`src/rtl/apb4_master_bridge.sv`:
```
// apb4_master_bridge: turns a valid/ready request/response handshake into
// APB4 SETUP/ACCESS transfers, one at a time, honouring PREADY wait states.
// Optional feature macro: APB4_MASTER_TIMEOUT_EN aborts an ACCESS phase that
// has waited TIMEOUT_CYCLES cycles with PREADY low (rsp_err = 1, rsp_rdata = 0).
module apb4_master_bridge #(
    parameter int PADDR_SIZE     = 32,
    parameter int PDATA_SIZE     = 32,
    parameter int TIMEOUT_CYCLES = 255
) (
    input  logic                      PCLK,
    input  logic                      PRESETn,
    input  logic                      req_valid,
    output logic                      req_ready,
    input  logic [PADDR_SIZE-1:0]     req_addr,
    input  logic                      req_write,
    input  logic [PDATA_SIZE-1:0]     req_wdata,
    input  logic [PDATA_SIZE/8-1:0]   req_strb,
    input  logic [2:0]                req_prot,
    output logic                      rsp_valid,
    input  logic                      rsp_ready,
    output logic [PDATA_SIZE-1:0]     rsp_rdata,
    output logic                      rsp_err,
    output logic                      PSEL,
    output logic                      PENABLE,
    output logic                      PWRITE,
    output logic [PADDR_SIZE-1:0]     PADDR,
    output logic [PDATA_SIZE-1:0]     PWDATA,
    output logic [PDATA_SIZE/8-1:0]   PSTRB,
    output logic [2:0]                PPROT,
    input  logic [PDATA_SIZE-1:0]     PRDATA,
    input  logic                      PREADY,
    input  logic                      PSLVERR
);

    localparam int STRB_W = PDATA_SIZE / 8;

    if (TIMEOUT_CYCLES < 1) begin : g_bad_timeout
        $error("TIMEOUT_CYCLES must be at least 1");
    end

    typedef enum logic [1:0] {IDLE, SETUP, ACCESS, RESP} state_t;

    state_t                state_q, state_d;
    logic                  psel_q, psel_d;
    logic                  penable_q, penable_d;
    logic                  pwrite_q, pwrite_d;
    logic [PADDR_SIZE-1:0] paddr_q, paddr_d;
    logic [PDATA_SIZE-1:0] pwdata_q, pwdata_d;
    logic [STRB_W-1:0]     pstrb_q, pstrb_d;
    logic [2:0]            pprot_q, pprot_d;
    logic                  rsp_valid_q, rsp_valid_d;
    logic [PDATA_SIZE-1:0] rsp_rdata_q, rsp_rdata_d;
    logic                  rsp_err_q, rsp_err_d;

`ifdef APB4_MASTER_TIMEOUT_EN
    localparam int CNT_W = $clog2(TIMEOUT_CYCLES + 1);
    logic [CNT_W-1:0]      cnt_q, cnt_d;
`endif

    // Next-state and registered-output logic; everything holds unless changed.
    always_comb begin
        state_d     = state_q;
        psel_d      = psel_q;
        penable_d   = penable_q;
        pwrite_d    = pwrite_q;
        paddr_d     = paddr_q;
        pwdata_d    = pwdata_q;
        pstrb_d     = pstrb_q;
        pprot_d     = pprot_q;
        rsp_valid_d = rsp_valid_q;
        rsp_rdata_d = rsp_rdata_q;
        rsp_err_d   = rsp_err_q;
`ifdef APB4_MASTER_TIMEOUT_EN
        cnt_d       = cnt_q;
`endif
        case (state_q)
            IDLE: begin
                if (req_valid) begin
                    // Reads must present zero strobes; zero write data keeps the bus quiet.
                    paddr_d  = req_addr;
                    pwrite_d = req_write;
                    pwdata_d = req_write ? req_wdata : '0;
                    pstrb_d  = req_write ? req_strb  : '0;
                    pprot_d  = req_prot;
                    psel_d   = 1'b1;
                    state_d  = SETUP;
                end
            end
            SETUP: begin
                penable_d = 1'b1;
                state_d   = ACCESS;
`ifdef APB4_MASTER_TIMEOUT_EN
                cnt_d     = '0;
`endif
            end
            ACCESS: begin
                if (PREADY) begin
                    psel_d      = 1'b0;
                    penable_d   = 1'b0;
                    rsp_valid_d = 1'b1;
                    rsp_rdata_d = pwrite_q ? '0 : PRDATA;
                    rsp_err_d   = PSLVERR;
                    state_d     = RESP;
                end
`ifdef APB4_MASTER_TIMEOUT_EN
                // This is the TIMEOUT_CYCLES-th waited ACCESS cycle: give up.
                else if (cnt_q == CNT_W'(TIMEOUT_CYCLES - 1)) begin
                    psel_d      = 1'b0;
                    penable_d   = 1'b0;
                    rsp_valid_d = 1'b1;
                    rsp_rdata_d = '0;
                    rsp_err_d   = 1'b1;
                    state_d     = RESP;
                end else begin
                    cnt_d = cnt_q + CNT_W'(1);
                end
`endif
            end
            RESP: begin
                if (rsp_ready) begin
                    rsp_valid_d = 1'b0;
                    state_d     = IDLE;
                end
            end
            default: state_d = IDLE;
        endcase
    end

    // State and output registers; reset drops any in-flight transfer.
    always_ff @(posedge PCLK or negedge PRESETn) begin
        if (!PRESETn) begin
            state_q     <= IDLE;
            psel_q      <= 1'b0;
            penable_q   <= 1'b0;
            pwrite_q    <= 1'b0;
            paddr_q     <= '0;
            pwdata_q    <= '0;
            pstrb_q     <= '0;
            pprot_q     <= '0;
            rsp_valid_q <= 1'b0;
            rsp_rdata_q <= '0;
            rsp_err_q   <= 1'b0;
`ifdef APB4_MASTER_TIMEOUT_EN
            cnt_q       <= '0;
`endif
        end else begin
            state_q     <= state_d;
            psel_q      <= psel_d;
            penable_q   <= penable_d;
            pwrite_q    <= pwrite_d;
            paddr_q     <= paddr_d;
            pwdata_q    <= pwdata_d;
            pstrb_q     <= pstrb_d;
            pprot_q     <= pprot_d;
            rsp_valid_q <= rsp_valid_d;
            rsp_rdata_q <= rsp_rdata_d;
            rsp_err_q   <= rsp_err_d;
`ifdef APB4_MASTER_TIMEOUT_EN
            cnt_q       <= cnt_d;
`endif
        end
    end

    assign req_ready = (state_q == IDLE);
    assign rsp_valid = rsp_valid_q;
    assign rsp_rdata = rsp_rdata_q;
    assign rsp_err   = rsp_err_q;
    assign PSEL      = psel_q;
    assign PENABLE   = penable_q;
    assign PWRITE    = pwrite_q;
    assign PADDR     = paddr_q;
    assign PWDATA    = pwdata_q;
    assign PSTRB     = pstrb_q;
    assign PPROT     = pprot_q;

endmodule

```
`config.mk`:
```
export PLATFORM = sky130hd
export DESIGN_NAME = apb4_master_bridge
export DESIGN_NICKNAME = d
export VERILOG_FILES = /design/src/rtl/apb4_master_bridge.sv
export SDC_FILE = /design/constraint.sdc
export NUM_CORES = 1
export LEC_CHECK = 0
export CORE_ASPECT_RATIO = 0.8
export CORE_MARGIN = 2
export CORE_UTILIZATION = 55
export DETAILED_ROUTE_END_ITERATION = 8
export DONT_BUFFER_PORTS = 1
export HOLD_SLACK_MARGIN = 0.05
export PLACE_DENSITY = 0.85
export SYNTH_ARGS = -nofsm -noshare
export SYNTH_HDL_FRONTEND = slang
export SYNTH_SLANG_ARGS = --single-unit
```
`constraint.sdc`:
```
create_clock -name PCLK -period 1.6 [get_ports PCLK]
set_clock_uncertainty 0.2 [all_clocks]
set_input_delay 0.48 -clock PCLK [delete_from_list [all_inputs] [get_ports PCLK]]
set_output_delay 0.48 -clock PCLK [all_outputs]
set_load 0.005 [all_outputs]
```
==> results of run 1 <==
worst min path at each step:
stage | end | cells after the start
2_1_floorplan | PADDR[0] | 0
3_3_place_gp | rsp_rdata[4] | 0
3_5_place_dp | rsp_rdata[6] | 0
4_1_cts | PWDATA[11] | 0
5_1_grt | rsp_rdata[6] | 0
6_report | rsp_rdata[4] | 0
kinds of logic (layout without fill, tap and decap cells):
logic type,Yosys count,in the layout,share of synthesized area [%]
compound gates,75,75,8.84
fa+ha+maj,6,6,1.68
buf+inv,29,138,3.39
flops,110,110,61.7
mux,40,40,10.1
simple gates,145,146,14.2
layer usage:
layer / wire (um) / vias up / GRT usage [%]
li1: - / 1544 / -
met1: 4980 / 1755 / 31.4
met2: 7250 / 253 / 49.1
met3: 1670 / 40 / 13.3
met4: 397 / 0 / 10.7
met5: 0 / - / 0
Yosys cell counts:
cell / count / area share, %
dfrtp_1: 110 / 62
nand2_1: 107 / 9.0
o21ai_1: 69 / 7.7
mux2_1: 37 / 9.3
nand2b_1: 34 / 4.8
buf_2: 10 / 1.1
clkbuf_1: 8 / 0.67
ha_1: 6 / 1.7
buf_6: 4 / 1.0
inv_1: 4 / 0.34
buf_1: 3 / 0.25
mux2i_1: 2 / 0.45
nor2_1: 2 / 0.17
a21o_1: 1 / 0.17
a21oi_1: 1 / 0.11
a31oi_1: 1 / 0.14
mux2_4: 1 / 0.34
nand2_2: 1 / 0.14
nand4_1: 1 / 0.14
o211a_1: 1 / 0.22
o221a_1: 1 / 0.25
o2bb2ai_1: 1 / 0.20
sequential cells by signal, summed over array words and instances, names as in the netlist:
register,flops
rsp_rdata,32
state_q,2
PWDATA,32
PPROT,3
PSEL,1
PSTRB,4
rsp_valid,1
rsp_err,1
PWRITE,1
PENABLE,1
PADDR,32
power groups by stage:
stage,Sequential (mW),Clock [mW],Combinational (mW)
floorplan,4.85,0,2.06
finish,5.30,1.73,4.05
CTS,5.18,1.74,3.09
detailed placement,5.24,0,2.60
global placement,5.18,0,2.39
global route,5.42,1.85,4.34
area by class of cell:
type                            instances  share of cell area (%)
Clock buffer                           11                    2.27
Multi-Input combinational cell        267                    28.3
Timing Repair Buffer                  118                    21.7
Clock inverter                          5                    1.03
Sequential cell                       110                    44.3
Tap cell                              108                    2.17
Inverter                                4                   0.241
through the flow:
step	instances	TNS [ns]	hold slack [ns]	cell area (um^2)
3_3_place_gp	502	-0.0100	-0.0135	4650
4_1_cts	602	-0.323	-0.411	5760
5_1_grt	623	-8.92	-0.435	6220
6_report	623	-5.45	-0.404	6220
2_1_floorplan	405	0	-0.0156	4490
3_5_place_dp	502	-2.14	-0.0128	4650
critical path: cells and delay by family, from the launching register on:
kind | cells | cell delay, ns
buffers and inverters | 1 | 0.11
flip-flops | 1 | 0.41
adder cells (fa/ha/maj) | 1 | 0.21
repair_timing:
item	4_1_cts	5_1_grt
endpoints found under the hold margin	184	120
endpoints found under the setup margin	99	110
buffers inserted	5	3
pin swaps	1	12
hold buffers	76	10
gates cloned	3	8
gates resized for setup	9	43
==> results.yml, run 1 <==
sta:
  report.final.slew_viol_count: 0
  worst_pin_slew_ns: 0.705
  fmax_mhz: 565
  worst_slack_ns: -0.169
  max_slew_margin_pct: 53.0
  rsz0062_at_grt: "yes"
  period_minus_slack_ns: 1.77
  setup_violations: 101
  hold_ws_ns: -0.404
  min_period_over_period_pct: 111
  hold_viol: 110
power:
  p_switching_mw: 4.13
  internal_power_mw: 6.95
  combPwrFrac_pct: 36.5
  power.static_leakage_nw: 2.81
  ir_worst_vdd_uv: 1020
  netSwitchingFraction_pct: 37.3
  total_power_mw: 11.1
  seqPwrFrac_pct: 47.8
  p_per_area_mw_per_mm2: 1780
  p_clk_share_pct: 15.6
finish:
  fillCellCount: 413
  diodes: 0
  drive_gt1_share_pct: 17.9
  final_core_util_pct: 78.6
  final_cell_mix: "dfrtp_1 (108), nand2_1 (89), dlygate4sd3_1 (84), o21ai_1 (58), mux2_1 (35)"
  final_common_cell: "dfrtp_1"
  areaGrowthSynthToFinish_pct: 39.4
  multiInputGateArea_mm2: 0.00176
  final_nets: 626
  seqCellArea_mm2: 0.00276
synth:
  synth_nets: 521
  ys_ff_latch: 110
  ys_warn_count: 0
  synthesis.area_mm2: 0.00446
  synth.distinct_cells: 22
  avgSynthCellArea_um2: 11.0
  seq_area_frac_synth_pct: 61.7
  synthCells: 405
floorplanning:
  fp-row-count: 29
  ios: 219
  die_width_um: 105
  start_util_pct: 56.4
  core_mm2: 0.00791
  dieHeight_um: 84.5
  dieArea_mm2: 0.00885
clock_tree:
  cts_tree: "yes"
  clockBufferDepth: 2
  cts-htree-levels: 3
  clock-sinks: 110
  numCtsBuffers: 9
  root_buffer: "clkbuf_8"
  clk_latency_ns: 0.36
  clk_pin_slew_worst_paths_ns: 0.11
status:
  violations: "hold timing, setup timing"
  status: "finished with violations"
route:
  drtIter0Drc: 222
  routed_via_density: 5.77
  num_vias: 3592
  antenna_left: 0
  wl_per_cell_um: 22.9
  drtPass1Iterations: 4
  drt-total-wl_um: 14300
  drc: 0
global_routing:
  track_usage_pct: 28.6
  overflow: 0
  grt_antenna_before_repair: 0
  grt_pass1_wl_um: 19400
  grt_max_degree: 111
  grt_pass1_vias: 3693
place:
  dp_hpwl_um: 7030
  port_buffers: 0
  dp_slack_ns: -0.0877
  gp_congestion: 0.813
setup_path:
  r2r_slack_ns: -0.13
  cpPeakStageDelay_ns: 0.41
  end_kind: "output port"
  startpoint: "state_q[0]"
  crit_chain: "inv_2 -> ha_4"
  critPathKind: "flop to output port"
  arrival_ns: 1.09
  reg2reg_from: "state_q[0]"
  cp_max_fo: 5
  r2r_end: "state_q[1]"
  cp.required_ns: 0.92
  critPathLaunchType: "flop"
  cp-endpoint: "req_ready"
  rr_worst_depth: 6
  cp_slowest_cell: "dfrtp_1"
worst_hold_path:
  hp-class: "input pin to asynchronous set/reset pin"
flow_run:
  drv_cap: 0
Power figures use the tool's default switching activity.
==> inputs of run 2 (changes only) <==
CTS_CLUSTER_DIAMETER = 40   (was not set)
==> results of run 2 <==
Final layout, timing and power as in run 1 (identical DEF).
==> inputs of run 3 (changes only) <==
PLACE_DENSITY = 0.82   (was 0.85)
clock period = 1.8 ns   (was 1.6 ns; I/O delays follow)
==> results.yml, run 3 (same netlist as run 1, synthesis figures left out) <==
route:
  drtPass1Iterations: 4
  routed_via_density: 5.49
  drc: 0
  num_vias: 2856
  drtIter0Drc: 143
  antenna_left: 0
  wl_per_cell_um: 18.2
  drt-total-wl_um: 9490
clock_tree:
  cts_tree: "yes"
  root_buffer: "clkbuf_8"
  cts-htree-levels: 3
  clk_latency_ns: 0.35
  clockBufferDepth: 2
  numCtsBuffers: 9
  clk_pin_slew_worst_paths_ns: 0.10
  clock-sinks: 110
setup_path:
  critPathKind: "flop to output port"
  cp.required_ns: 1.06
  end_kind: "output port"
  startpoint: "state_q[0]"
  reg2reg_from: "state_q[0]"
  cp_max_fo: 2
  rr_worst_depth: 6
  arrival_ns: 1.09
  critPathLaunchType: "flop"
finish:
  areaGrowthSynthToFinish_pct: 9.20
  final_nets: 524
  diodes: 0
  final_cell_mix: "dfrtp_1 (109), nand2_1 (106), o21ai_1 (69), mux2_1 (37), nand2b_1 (34)"
  final_cells: 520
  final_common_cell: "dfrtp_1"
  final_core_util_pct: 61.6
  stdcell_area_mm2: 0.00487
  drive_gt1_share_pct: 9.47
floorplanning:
  start_util_pct: 56.4
  dieHeight_um: 84.5
  ios: 219
  dieArea_mm2: 0.00885
  fp-row-count: 29
  die_width_um: 105
  core_mm2: 0.00791
place:
  dp_slack_ns: 0.0255
  placedCellCount: 496
  port_buffers: 0
  dpl_cell_area_mm2: 0.00458
  gp_congestion: 0.766
  dp_hpwl_um: 6530
sta:
  worst_slack_ns: -0.0296
  period_minus_slack_ns: 1.83
  min_period_over_period_pct: 102
  fmax_mhz: 547
  setup-tns-final_ns: -0.0361
  worst_pin_slew_ns: 0.293
  report.final.slew_viol_count: 0
  setup_violations: 2
  hold_viol: 110
  max_slew_margin_pct: 80.5
  rsz0062_at_grt: "yes"
  hold_ws_ns: -0.336
global_routing:
  overflow: 0
  grt_pass1_wl_um: 14500
  grt_pass1_vias: 2768
  grt_max_degree: 111
  grt_antenna_before_repair: 0
  track_usage_pct: 21.0
status:
  violations: "hold timing, setup timing"
  status: "finished with violations"
power:
  total_power_mw: 8.30
  p_per_area_mw_per_mm2: 1700
  power.static_leakage_nw: 2.24
  ir_worst_vdd_uv: 824
flow_run:
  drv_cap: 0
worst_hold_path:
  hp-class: "input pin to asynchronous set/reset pin"
==> run 3: power breakdown <==
part	total, mW	switching, mW	internal (mW)
sequential	4.59	0.981	3.61
clock	1.32	0.808	0.509
combinational	2.40	1.17	1.23
total	8.30	2.95	5.35
==> run 3: metal layers <==
layer  up-vias  global-route usage (%)  wire, um
li1       1332                       -         -
met2       148                    34.6      4820
met5         -                       0         0
met1      1364                    25.4      3650
met4         0                    6.79       123
met3        12                    8.70       887
==> run 3: path summary, 6_finish.rpt <==
kind                            slack, ns             to
worst min register to register       0.32  rsp_rdata[21]
worst max register to register      -0.01     state_q[1]
min in group PCLK                    0.09       PSTRB[2]
worst min-delay path                -0.34   rsp_rdata[8]
worst max-delay path                -0.03      req_ready
max in group asynchronous            1.60         PWRITE
==> run 3: worst max-delay path, cell delays in order (launching register included) <==
cell	delay (ns)
dfrtp_1	0.41
inv_2	0.09
ha_4	0.14
buf_6	0.10
==> run 3: final cells by class <==
cell class              instances  area [um^2]
repair buffers                 17          216
multi-input cells             266         1580
fillers                       628         3040
flip-flops and latches        110         2750
clock buffers                   9          124
inverters                       4         15.0
clock inverters                 6         45.0
well taps                     108          135
==> run 3: repair_timing <==
action                                  4_1_cts  5_1_grt
pin swaps                                     1        1
resized for setup                             6        1
gates cloned                                  0        2
buffers inserted                              5        2
endpoints found under the hold margin       110      110
endpoints found under the setup margin        2       33
